===== config.mk =====
export PLATFORM = sky130hd
export DESIGN_NAME = usb_in_packetizer
export DESIGN_NICKNAME = d
export VERILOG_FILES = /design/src/rtl/usb_in_packetizer_pkg.sv /design/src/rtl/usb_in_packetizer_crc16.sv /design/src/rtl/usb_in_packetizer.sv
export SDC_FILE = /design/constraint.sdc
export NUM_CORES = 1
export LEC_CHECK = 0
export CORE_MARGIN = 1.5
export CORE_UTILIZATION = 50
export DETAILED_ROUTE_END_ITERATION = 8
export PLACE_DENSITY = 0.68
export SYNTH_ARGS = -nofsm -noshare
export SYNTH_HDL_FRONTEND = slang
export SYNTH_SLANG_ARGS = --single-unit

===== constraint.sdc =====
create_clock -name i_clk -period 3.96 [get_ports i_clk]
set_clock_uncertainty 0.05 [all_clocks]
set_input_delay 0.594 -clock i_clk [delete_from_list [all_inputs] [get_ports i_clk]]
set_output_delay 0.594 -clock i_clk [all_outputs]
set_load 0.05 [all_outputs]

===== src/rtl/usb_in_packetizer_pkg.sv =====
// ============================================================================
// Module  : usb_in_packetizer_pkg
// Purpose : Shared PID, CRC16 and FSM encodings for the USB IN/OUT data path.
// Revision: 1.0
// ============================================================================
`default_nettype none

package usb_in_packetizer_pkg;

    localparam logic [7:0]  c_pid_data0       = 8'hC3;
    localparam logic [7:0]  c_pid_data1       = 8'h4B;
    localparam logic [7:0]  c_pid_nak         = 8'h5A;

    // The register runs LSB-first, so it shifts with the bit-reversed polynomial.
    localparam logic [15:0] c_crc16_poly      = 16'h8005;
    localparam logic [15:0] c_crc16_poly_refl = 16'hA001;
    localparam logic [15:0] c_crc16_init      = 16'hFFFF;
    localparam logic [15:0] c_crc16_residual  = 16'hB001;

    typedef enum logic [2:0] {
        c_st_idle    = 3'd0,
        c_st_pid     = 3'd1,
        c_st_data    = 3'd2,
        c_st_crc_lo  = 3'd3,
        c_st_crc_hi  = 3'd4,
        c_st_wait_hs = 3'd5,
        c_st_nak     = 3'd6
    } state_t;

    function automatic logic [15:0] crc16_byte(input logic [15:0] crc, input logic [7:0] data);
        logic [15:0] v_crc;
        v_crc = crc ^ {8'h00, data};
        for (int i = 0; i < 8; i++) begin
            v_crc = v_crc[0] ? ((v_crc >> 1) ^ c_crc16_poly_refl) : (v_crc >> 1);
        end
        return v_crc;
    endfunction

endpackage

`default_nettype wire


===== src/rtl/usb_in_packetizer_crc16.sv =====
// ============================================================================
// Module  : usb_crc16
// Purpose : Byte-wide USB CRC16 accumulator with init/update and a ready-to-send result.
// Revision: 1.0
// ============================================================================
`default_nettype none

module usb_crc16
    import usb_in_packetizer_pkg::*;
(
    input  logic        i_clk,
    input  logic        i_rst,
    input  logic        i_init,
    input  logic        i_update,
    input  logic [7:0]  i_data,
    output logic [15:0] o_result
);

    logic [15:0] r_crc;

    always_ff @(posedge i_clk) begin
        if (i_rst || i_init) begin
            r_crc <= c_crc16_init;
        end else if (i_update) begin
            r_crc <= crc16_byte(r_crc, i_data);
        end
    end

    assign o_result = ~r_crc;

endmodule

`default_nettype wire


===== src/rtl/usb_in_packetizer.sv =====
// ============================================================================
// Module  : usb_in_packetizer
// Purpose : Builds USB IN DATA0/DATA1 packets from arbitrated endpoint bytes, with replay on timeout.
// Revision: 1.0
// ============================================================================
`default_nettype none

module usb_in_packetizer
    import usb_in_packetizer_pkg::*;
#(
    parameter int N_EP_IN = 1,
    parameter int MAX_PKT = 8
) (
    input  logic               i_clk,
    input  logic               i_rst,
    input  logic               i_inToken,
    input  logic [N_EP_IN-1:0] i_arbGrant,
    input  logic [7:0]         i_arbData,
    output logic [N_EP_IN-1:0] o_arbPop,
    output logic               o_txValid,
    output logic [7:0]         o_txData,
    output logic               o_txLast,
    input  logic               i_txReady,
    input  logic               i_hsAck,
    input  logic               i_hsTimeout
);

    localparam int c_cnt_w = $clog2(MAX_PKT + 1);
    localparam int c_idx_w = (MAX_PKT > 1) ? $clog2(MAX_PKT) : 1;
    localparam logic [c_cnt_w-1:0] c_max_cnt = c_cnt_w'(MAX_PKT);

    state_t               r_state;
    state_t               w_state_nxt;
    logic [N_EP_IN-1:0]   r_ep_sel;
    logic [N_EP_IN-1:0]   r_toggle;
    logic                 r_replay_pend;
    logic                 r_replay_mode;
    logic [c_cnt_w-1:0]   r_cnt;
    logic [c_cnt_w-1:0]   r_len;
    logic [7:0]           r_buf [MAX_PKT];

    logic                 w_start;
    logic                 w_tog;
    logic                 w_avail;
    logic                 w_data_xfer;
    logic                 w_pop_en;
    logic                 w_valid;
    logic                 w_last;
    logic [7:0]           w_data;
    logic [7:0]           w_buf_byte;
    logic [c_idx_w-1:0]   w_idx;
    logic [15:0]          w_crc;

    assign w_start    = (r_state == c_st_idle) && i_inToken;
    assign w_tog      = |(r_toggle & r_ep_sel);
    assign w_idx      = r_cnt[c_idx_w-1:0];
    assign w_buf_byte = r_buf[w_idx];
    assign w_avail    = r_replay_mode ? (r_cnt < r_len)
                                      : ((r_cnt < c_max_cnt) && |(i_arbGrant & r_ep_sel));
    assign w_pop_en   = w_data_xfer && !r_replay_mode;

    // When no data byte is available in DATA the CRC low byte is offered in the
    // same cycle, so a packet end costs no bubble.
    always_comb begin
        w_state_nxt = r_state;
        w_valid     = 1'b0;
        w_last      = 1'b0;
        w_data      = 8'h00;
        w_data_xfer = 1'b0;
        case (r_state)
            c_st_idle: begin
                if (i_inToken) begin
                    w_state_nxt = (r_replay_pend || |i_arbGrant) ? c_st_pid : c_st_nak;
                end
            end
            c_st_pid: begin
                w_valid = 1'b1;
                w_data  = w_tog ? c_pid_data1 : c_pid_data0;
                if (i_txReady) w_state_nxt = c_st_data;
            end
            c_st_data: begin
                w_valid = 1'b1;
                if (w_avail) begin
                    w_data      = r_replay_mode ? w_buf_byte : i_arbData;
                    w_data_xfer = i_txReady && !i_rst;
                end else begin
                    w_data      = w_crc[7:0];
                    w_state_nxt = i_txReady ? c_st_crc_hi : c_st_crc_lo;
                end
            end
            c_st_crc_lo: begin
                w_valid = 1'b1;
                w_data  = w_crc[7:0];
                if (i_txReady) w_state_nxt = c_st_crc_hi;
            end
            c_st_crc_hi: begin
                w_valid = 1'b1;
                w_last  = 1'b1;
                w_data  = w_crc[15:8];
                if (i_txReady) w_state_nxt = c_st_wait_hs;
            end
            c_st_wait_hs: begin
                if (i_hsAck || i_hsTimeout) w_state_nxt = c_st_idle;
            end
            c_st_nak: begin
                w_valid = 1'b1;
                w_last  = 1'b1;
                w_data  = c_pid_nak;
                if (i_txReady) w_state_nxt = c_st_idle;
            end
            default: w_state_nxt = c_st_idle;
        endcase
    end

    always_ff @(posedge i_clk) begin
        if (i_rst) begin
            r_state       <= c_st_idle;
            r_ep_sel      <= '0;
            r_toggle      <= '0;
            r_replay_pend <= 1'b0;
            r_replay_mode <= 1'b0;
            r_cnt         <= '0;
            r_len         <= '0;
        end else begin
            r_state <= w_state_nxt;
            if (w_start) begin
                r_cnt <= '0;
                if (r_replay_pend) begin
                    r_replay_mode <= 1'b1;
                end else begin
                    r_replay_mode <= 1'b0;
                    if (|i_arbGrant) r_ep_sel <= i_arbGrant;
                end
            end else if (w_data_xfer) begin
                r_cnt <= r_cnt + 1'b1;
            end
            if (r_state == c_st_wait_hs) begin
                if (i_hsAck) begin
                    r_toggle      <= r_toggle ^ r_ep_sel;
                    r_replay_pend <= 1'b0;
                end else if (i_hsTimeout) begin
                    r_replay_pend <= 1'b1;
                    r_len         <= r_cnt;
                end
            end
        end
    end

    // Replay storage carries no reset; its content only matters while a replay is pending.
    always_ff @(posedge i_clk) begin
        if (w_pop_en) begin
            r_buf[w_idx] <= i_arbData;
        end
    end

    usb_crc16 u_crc16 (
        .i_clk    (i_clk),
        .i_rst    (i_rst),
        .i_init   (w_start),
        .i_update (w_data_xfer),
        .i_data   (w_data),
        .o_result (w_crc)
    );

    assign o_arbPop  = r_ep_sel & {N_EP_IN{w_pop_en}};
    assign o_txValid = w_valid && !i_rst;
    assign o_txLast  = w_last && !i_rst;
    assign o_txData  = i_rst ? 8'h00 : w_data;

endmodule

`default_nettype wire

[Word-level counts from Yosys, hierarchy flattened]
Memories as Yosys holds them, arrays and structs flattened. A register that Yosys moved wholly into a read port is not among the register bits.
Cells that the tools add are included.
Operators by class
  $add $sub $neg: 1
  magnitude comparators: 2
  equality and inequality tests: 13
  multiplexer cells: 35
  bitwise gates (word level): 16
  reduce and logical (&&, ||, !) cells: 21
Operators by type and width (number)
  $mux W16: 8
  $pmux W8 S5: 1
  $mux W3: 11
  $mux W8: 4
  $not A2 Y3: 8
  $pmux W3 S7: 1
  $not A16 Y16: 1
  $xor A16 B8 Y16: 1
  $ne A2 B2 Y1 const B: 7
  $mux W1: 10
  $eq A3 B3 Y1 const B: 3
  $reduce_and A7 Y1: 1
  $eq A3 B2 Y1 const B: 2
  $logic_and A1 B1 Y1: 6
  $reduce_and A3 Y1: 2
  $reduce_or A5 Y1: 1
  $add A4 B1 Y4 const B: 1
  $lt A4 B4 Y1: 1
  $lt A4 B4 Y1 const B: 1
  $reduce_and A2 Y1: 2
  $reduce_or A2 Y1: 2
  $and A1 B1 Y1: 3
  $eq A3 B1 Y1 const B: 1
  $logic_not A3 Y1: 1
  5 further kinds: 9
Word-level totals
  bits in registers: 31
  RAM bits: 64
  input port bits: 15
  output and inout bits: 11
  memories: 1
Memories
  r_buf: depth 8, width 8, read ports 1, clocked after memory_dff 1, write ports 1, RTL line usb_in_packetizer.sv:40  | logic [7:0] r_buf [MAX_PKT];

[Longest topological paths before layout]
  depth in word-level cells: 22
  depth in mapped cells: 13

[Modules after synthesis]
A second synthesis with hierarchy kept.
Unflattened totals
  cells, all modules: 398
  area, all modules: 4857.2 µm²
By module, submodules not included
  usb_in_packetizer: instances 1, cells an instance 306, area each 4010.1 µm², sequential area each 2282.2 µm²
  usb_crc16: instances 1, cells an instance 92, area each 847.1 µm², sequential area each 320.3 µm²

[Worst setup path after synthesis]
No wires, ideal clock.
  kind: reg-to-reg
  start point: register r_cnt[1]
  end point: memory r_buf[2][0] (enable)
  library setup time: 0.383 ns
  data arrival time: 4.003 ns
  path slack: -0.477 ns
  stages on the path, launching flop included: 11
  buffers on the path: 2
  cells stage by stage: dfxtp_1 -> ha_1 -> o211ai_1 -> o211a_1 -> or2_0 -> clkbuf_1 -> clkbuf_1 -> nand3_1 -> nor3_1 -> nand2_1 -> nor3_1
On the way
  cells in the longest elaborated chain, start to end: 8
RTL lines
  start: declaration: RTL line usb_in_packetizer.sv:38  | logic [c_cnt_w-1:0] r_cnt;
  start signal: assignment: RTL line usb_in_packetizer.sv:135  | r_cnt <= r_cnt + 1'b1;
  $lt A4 B4 Y1: RTL line usb_in_packetizer.sv:59  | : ((r_cnt < c_max_cnt) && |(i_arbGrant & r_ep_sel));
  $logic_and A1 B1 Y1: RTL line usb_in_packetizer.sv:59
  $mux W1: RTL line usb_in_packetizer.sv:58  | assign w_avail = r_replay_mode ? (r_cnt < r_len)
  $mux W1: RTL line usb_in_packetizer.sv:83  | if (w_avail) begin
  $mux W1: RTL line usb_in_packetizer.sv:70  | case (r_state)
  $logic_and A1 B1 Y1: RTL line usb_in_packetizer.sv:60  | assign w_pop_en = w_data_xfer && !r_replay_mode;
  $mux W1: RTL line usb_in_packetizer.sv:151  | if (w_pop_en) begin
  $mux W1 (not written as such): RTL line usb_in_packetizer.sv:152  | r_buf[w_idx] <= i_arbData;
  end: declaration: RTL line usb_in_packetizer.sv:40
Parallel ways exist; a longest one is shown, timed or not.

==> results.py <==
metrics = {
    "worst_setup_path": {
        "crit_family": "multiplexers",
        "cp_slowest_cell": "dfxtp_1",
        "critPathMaxStageDelay_ps": 790,
        "worstSetupPathType": "flip-flop to primary output",
        "crit_path_cell_trace": "mux4_2, mux2_2, mux2i_1, mux2i_1, a21oi_1, nor2b_1, buf_12",
        "cp.required_ps": 3320,
        "critical_path_buf_inv_count": 1,
        "arrival_ps": 3020,
        "path_common_cell": "mux2i_1",
        "startpoint_type": "flip-flop",
        "crit_fanout": 14,
        "end_kind": "primary output",
    },
    "min_path": {
        "hp-class": "flip-flop to flip-flop",
    },
    "clocking": {
        "path_clk_slew_ps": 100,
        "clkLatencyLatePin_ps": 360,
        "post-cts-setup-buffers": 0,
        "root_buffer": "clkbuf_8",
        "cts.repair.resized": 0,
        "cts_sinks": 98,
        "cts_max_level": 3,
        "tritoncts": "built",
        "cts_hold_buf": 0,
        "cts_buffers": 9,
        "clock_path_buffers": 2,
    },
    "synthesis": {
        "ys_warn_count": 0,
        "syn_area_mm2": 0.00480,
        "synth_cell_types": 64,
        "ys_seq_area_share_pct": 54.2,
        "avgSynthCellArea_um2": 11.4,
        "ys_async_sr_fraction_pct": 0,
        "ys_seq_elements": 98,
        "syn_inst": 420,
        "synth_ff_type": "edfxtp_1",
        "synth-edff-count": 64,
        "syn_nets": 440,
    },
    "sta": {
        "setup_slack_ps": 296,
        "rsz0062_at_grt": "no",
        "fin_crit_ps": 3660,
        "max_freq_mhz": 273,
        "final_hold_viol_count": 0,
        "worst_pin_slew_ps": 1120,
        "slew-limit-headroom_pct": 25.0,
        "timing.hold.ws_ps": 455,
        "min_period_over_period_pct": 92.5,
        "tns_ps": 0,
        "slew_viol_final": 0,
        "setup_viol_count_final": 0,
    },
    "place": {
        "dp_slack_ps": 411,
        "placed_cell_area_mm2": 0.00528,
        "port_buffers": 25,
        "place.gp.congestion": 0.867,
        "dp.cells": 568,
        "hpwl_um": 7500,
    },
    "power_and_ir_drop": {
        "pwr-share-clk_pct": 22.1,
        "total_power_mw": 2.66,
        "seqPwrFrac_pct": 43.4,
        "p_per_area_mw_per_mm2": 488,
        "ir_worst_vdd_v": 0.000268,
        "power_frac_comb_pct": 34.4,
        "p_int_mw": 1.74,
        "power.share.switching_pct": 34.5,
        "switchingPower_mw": 0.920,
        "cellLeakagePower_nw": 1.89,
    },
    "detailed_routing": {
        "post_drt_wl_per_cell_um": 18.3,
        "dr_total_vias": 3400,
        "wl_um": 10700,
        "ant_nets": 0,
        "drc": 0,
        "dr.pass1.iters": 5,
        "drt_iter0_markers": 222,
        "detail_route.vias_per_cell": 5.82,
    },
    "finish": {
        "n_antenna_cell": 0,
        "post-route-cell-area_mm2": 0.00546,
        "layout-drive-gt1-share_pct": 15.2,
        "nets": 470,
        "syn2layout_area_growth_pct": 13.7,
        "utilization_pct": 58.8,
        "instances_no_fill": 584,
    },
    "floorplanning": {
        "core_area_mm2": 0.00928,
        "num_rows": 35,
        "dieWidth_um": 101,
        "start_util_pct": 51.7,
        "ios": 26,
        "fp.dieArea_mm2": 0.0102,
        "die_height_um": 101,
    },
    "global_routing": {
        "grt_pass1_wl_um": 17200,
        "antenna_found_initial": 0,
        "grt_max_degree": 26,
        "grt_use_total_pct": 22.6,
        "grt_pass1_vias": 3325,
        "gr-total-overflow": 0,
    },
    "outcome": {
        "status": "completed",
    },
    "run": {
        "maxCapViolations": 0,
    },
}
power groups by stage:
stage / Sequential, mW / Clock, mW / Combinational, mW
floorplan: 1.14 / 0 / 0.700
global placement: 1.18 / 0 / 0.890
detailed placement: 1.18 / 0 / 0.902
CTS: 1.16 / 0.600 / 0.908
global route: 1.16 / 0.634 / 0.984
finish: 1.16 / 0.590 / 0.917
layer usage:
| layer | track usage [%] | share of wire [%] | up-vias |
|---|---|---|---|
| met3 | 4.51 | 6.2 | 11 |
| met5 | 0 | 0 | - |
| li1 | - | - | 1613 |
| met2 | 36.1 | 47 | 123 |
| met1 | 31.6 | 45 | 1653 |
| met4 | 6.09 | 1.2 | 0 |
cells in the final DEF, fill, tap and decap left out, types with 11 or more instances in the layout:
cell and n:
nand2_1 41, nor2_1 42, clkdlybuf4s50_1 16, mux4_2 13
a21oi_1 29, edfxtp_1 64, mux2i_1 18, buf_4 25
nand3_1 12, o211ai_1 11, dfxtp_1 34
cell families (layout without fill, tap and decap cells):
group / count (synthesis) / in the layout / synth area share (%)
AO/OA/AOI/OAI: 86 / 86 / 12.0
XOR/XNOR: 17 / 17 / 3.88
adder cells (fa/ha/maj): 5 / 5 / 1.30
buffers and inverters: 36 / 71 / 3.13
flip-flops: 98 / 98 / 54.2
multiplexers: 39 / 39 / 11.8
AND/OR/NAND/NOR: 139 / 139 / 13.7
final cells by class:
| class | count | area [um2] |
|---|---|---|
| Inverter | 10 | 37.5 |
| Multi-Input combinational cell | 286 | 2050 |
| Tap cell | 129 | 161 |
| Fill cell | 797 | 3830 |
| Timing Repair Buffer | 45 | 428 |
| Sequential cell | 98 | 2600 |
| Clock buffer | 13 | 149 |
| Clock inverter | 3 | 25.0 |
final timing paths:
kind / from / to / slack (ps) / cells after the start
setup / recovery: flip-flop / o_txData[7] / 300 / 7
hold / removal: r_replay_pend / r_replay_pend / 450 / 2
setup reg to reg: r_cnt[2] / u_crc16.r_crc[0] / 550 / 10
hold reg to reg: r_replay_pend / r_replay_pend / 450 / 2
worst register-to-register path: cells and delay by family, from the launching register on:
family / cells / cell delay [ps]
AO/OA/AOI/OAI: 5 / 990
XOR/XNOR: 3 / 980
adder cells (fa/ha/maj): 1 / 330
flip-flops: 1 / 420
AND/OR/NAND/NOR: 1 / 580
synth_stat cells, types with 3 or more instances:
cell | instances | area (um2)
o211ai_1 | 11 | 82.6
xor2_1 | 4 | 35.0
nand2b_1 | 6 | 37.5
mux2i_1 | 18 | 180
a31oi_1 | 3 | 18.8
buf_2 | 6 | 30.0
nand2_1 | 41 | 154
o21ai_0 | 7 | 35.0
xnor2_1 | 10 | 87.6
buf_1 | 3 | 11.3
nor2_1 | 42 | 158
mux4_2 | 13 | 293
nor3_1 | 10 | 50.1
nor2b_1 | 7 | 43.8
a21oi_1 | 29 | 145
a211oi_1 | 3 | 22.5
and2_1 | 4 | 25.0
inv_1 | 10 | 37.5
edfxtp_1 | 64 | 1920
nand3_1 | 12 | 60.1
clkbuf_1 | 16 | 60.1
mux2_2 | 3 | 33.8
or2_2 | 3 | 18.8
mux2_1 | 4 | 45.0
a2bb2oi_1 | 3 | 26.3
o21ai_1 | 5 | 25.0
dfxtp_1 | 34 | 681
o31ai_1 | 3 | 22.5
o32a_1 | 3 | 30.0
ha_1 | 5 | 62.6
sequential cells by signal (all words and copies together) (netlist names), named ones only:
name           count
r_replay_pend      1
r_toggle           1
r_replay_mode      1
r_state            3
r_ep_sel           1
r_buf             64
u_crc16.r_crc     16
r_len              4
r_cnt              4
Note: power is estimated with default switching activity, not from simulation.
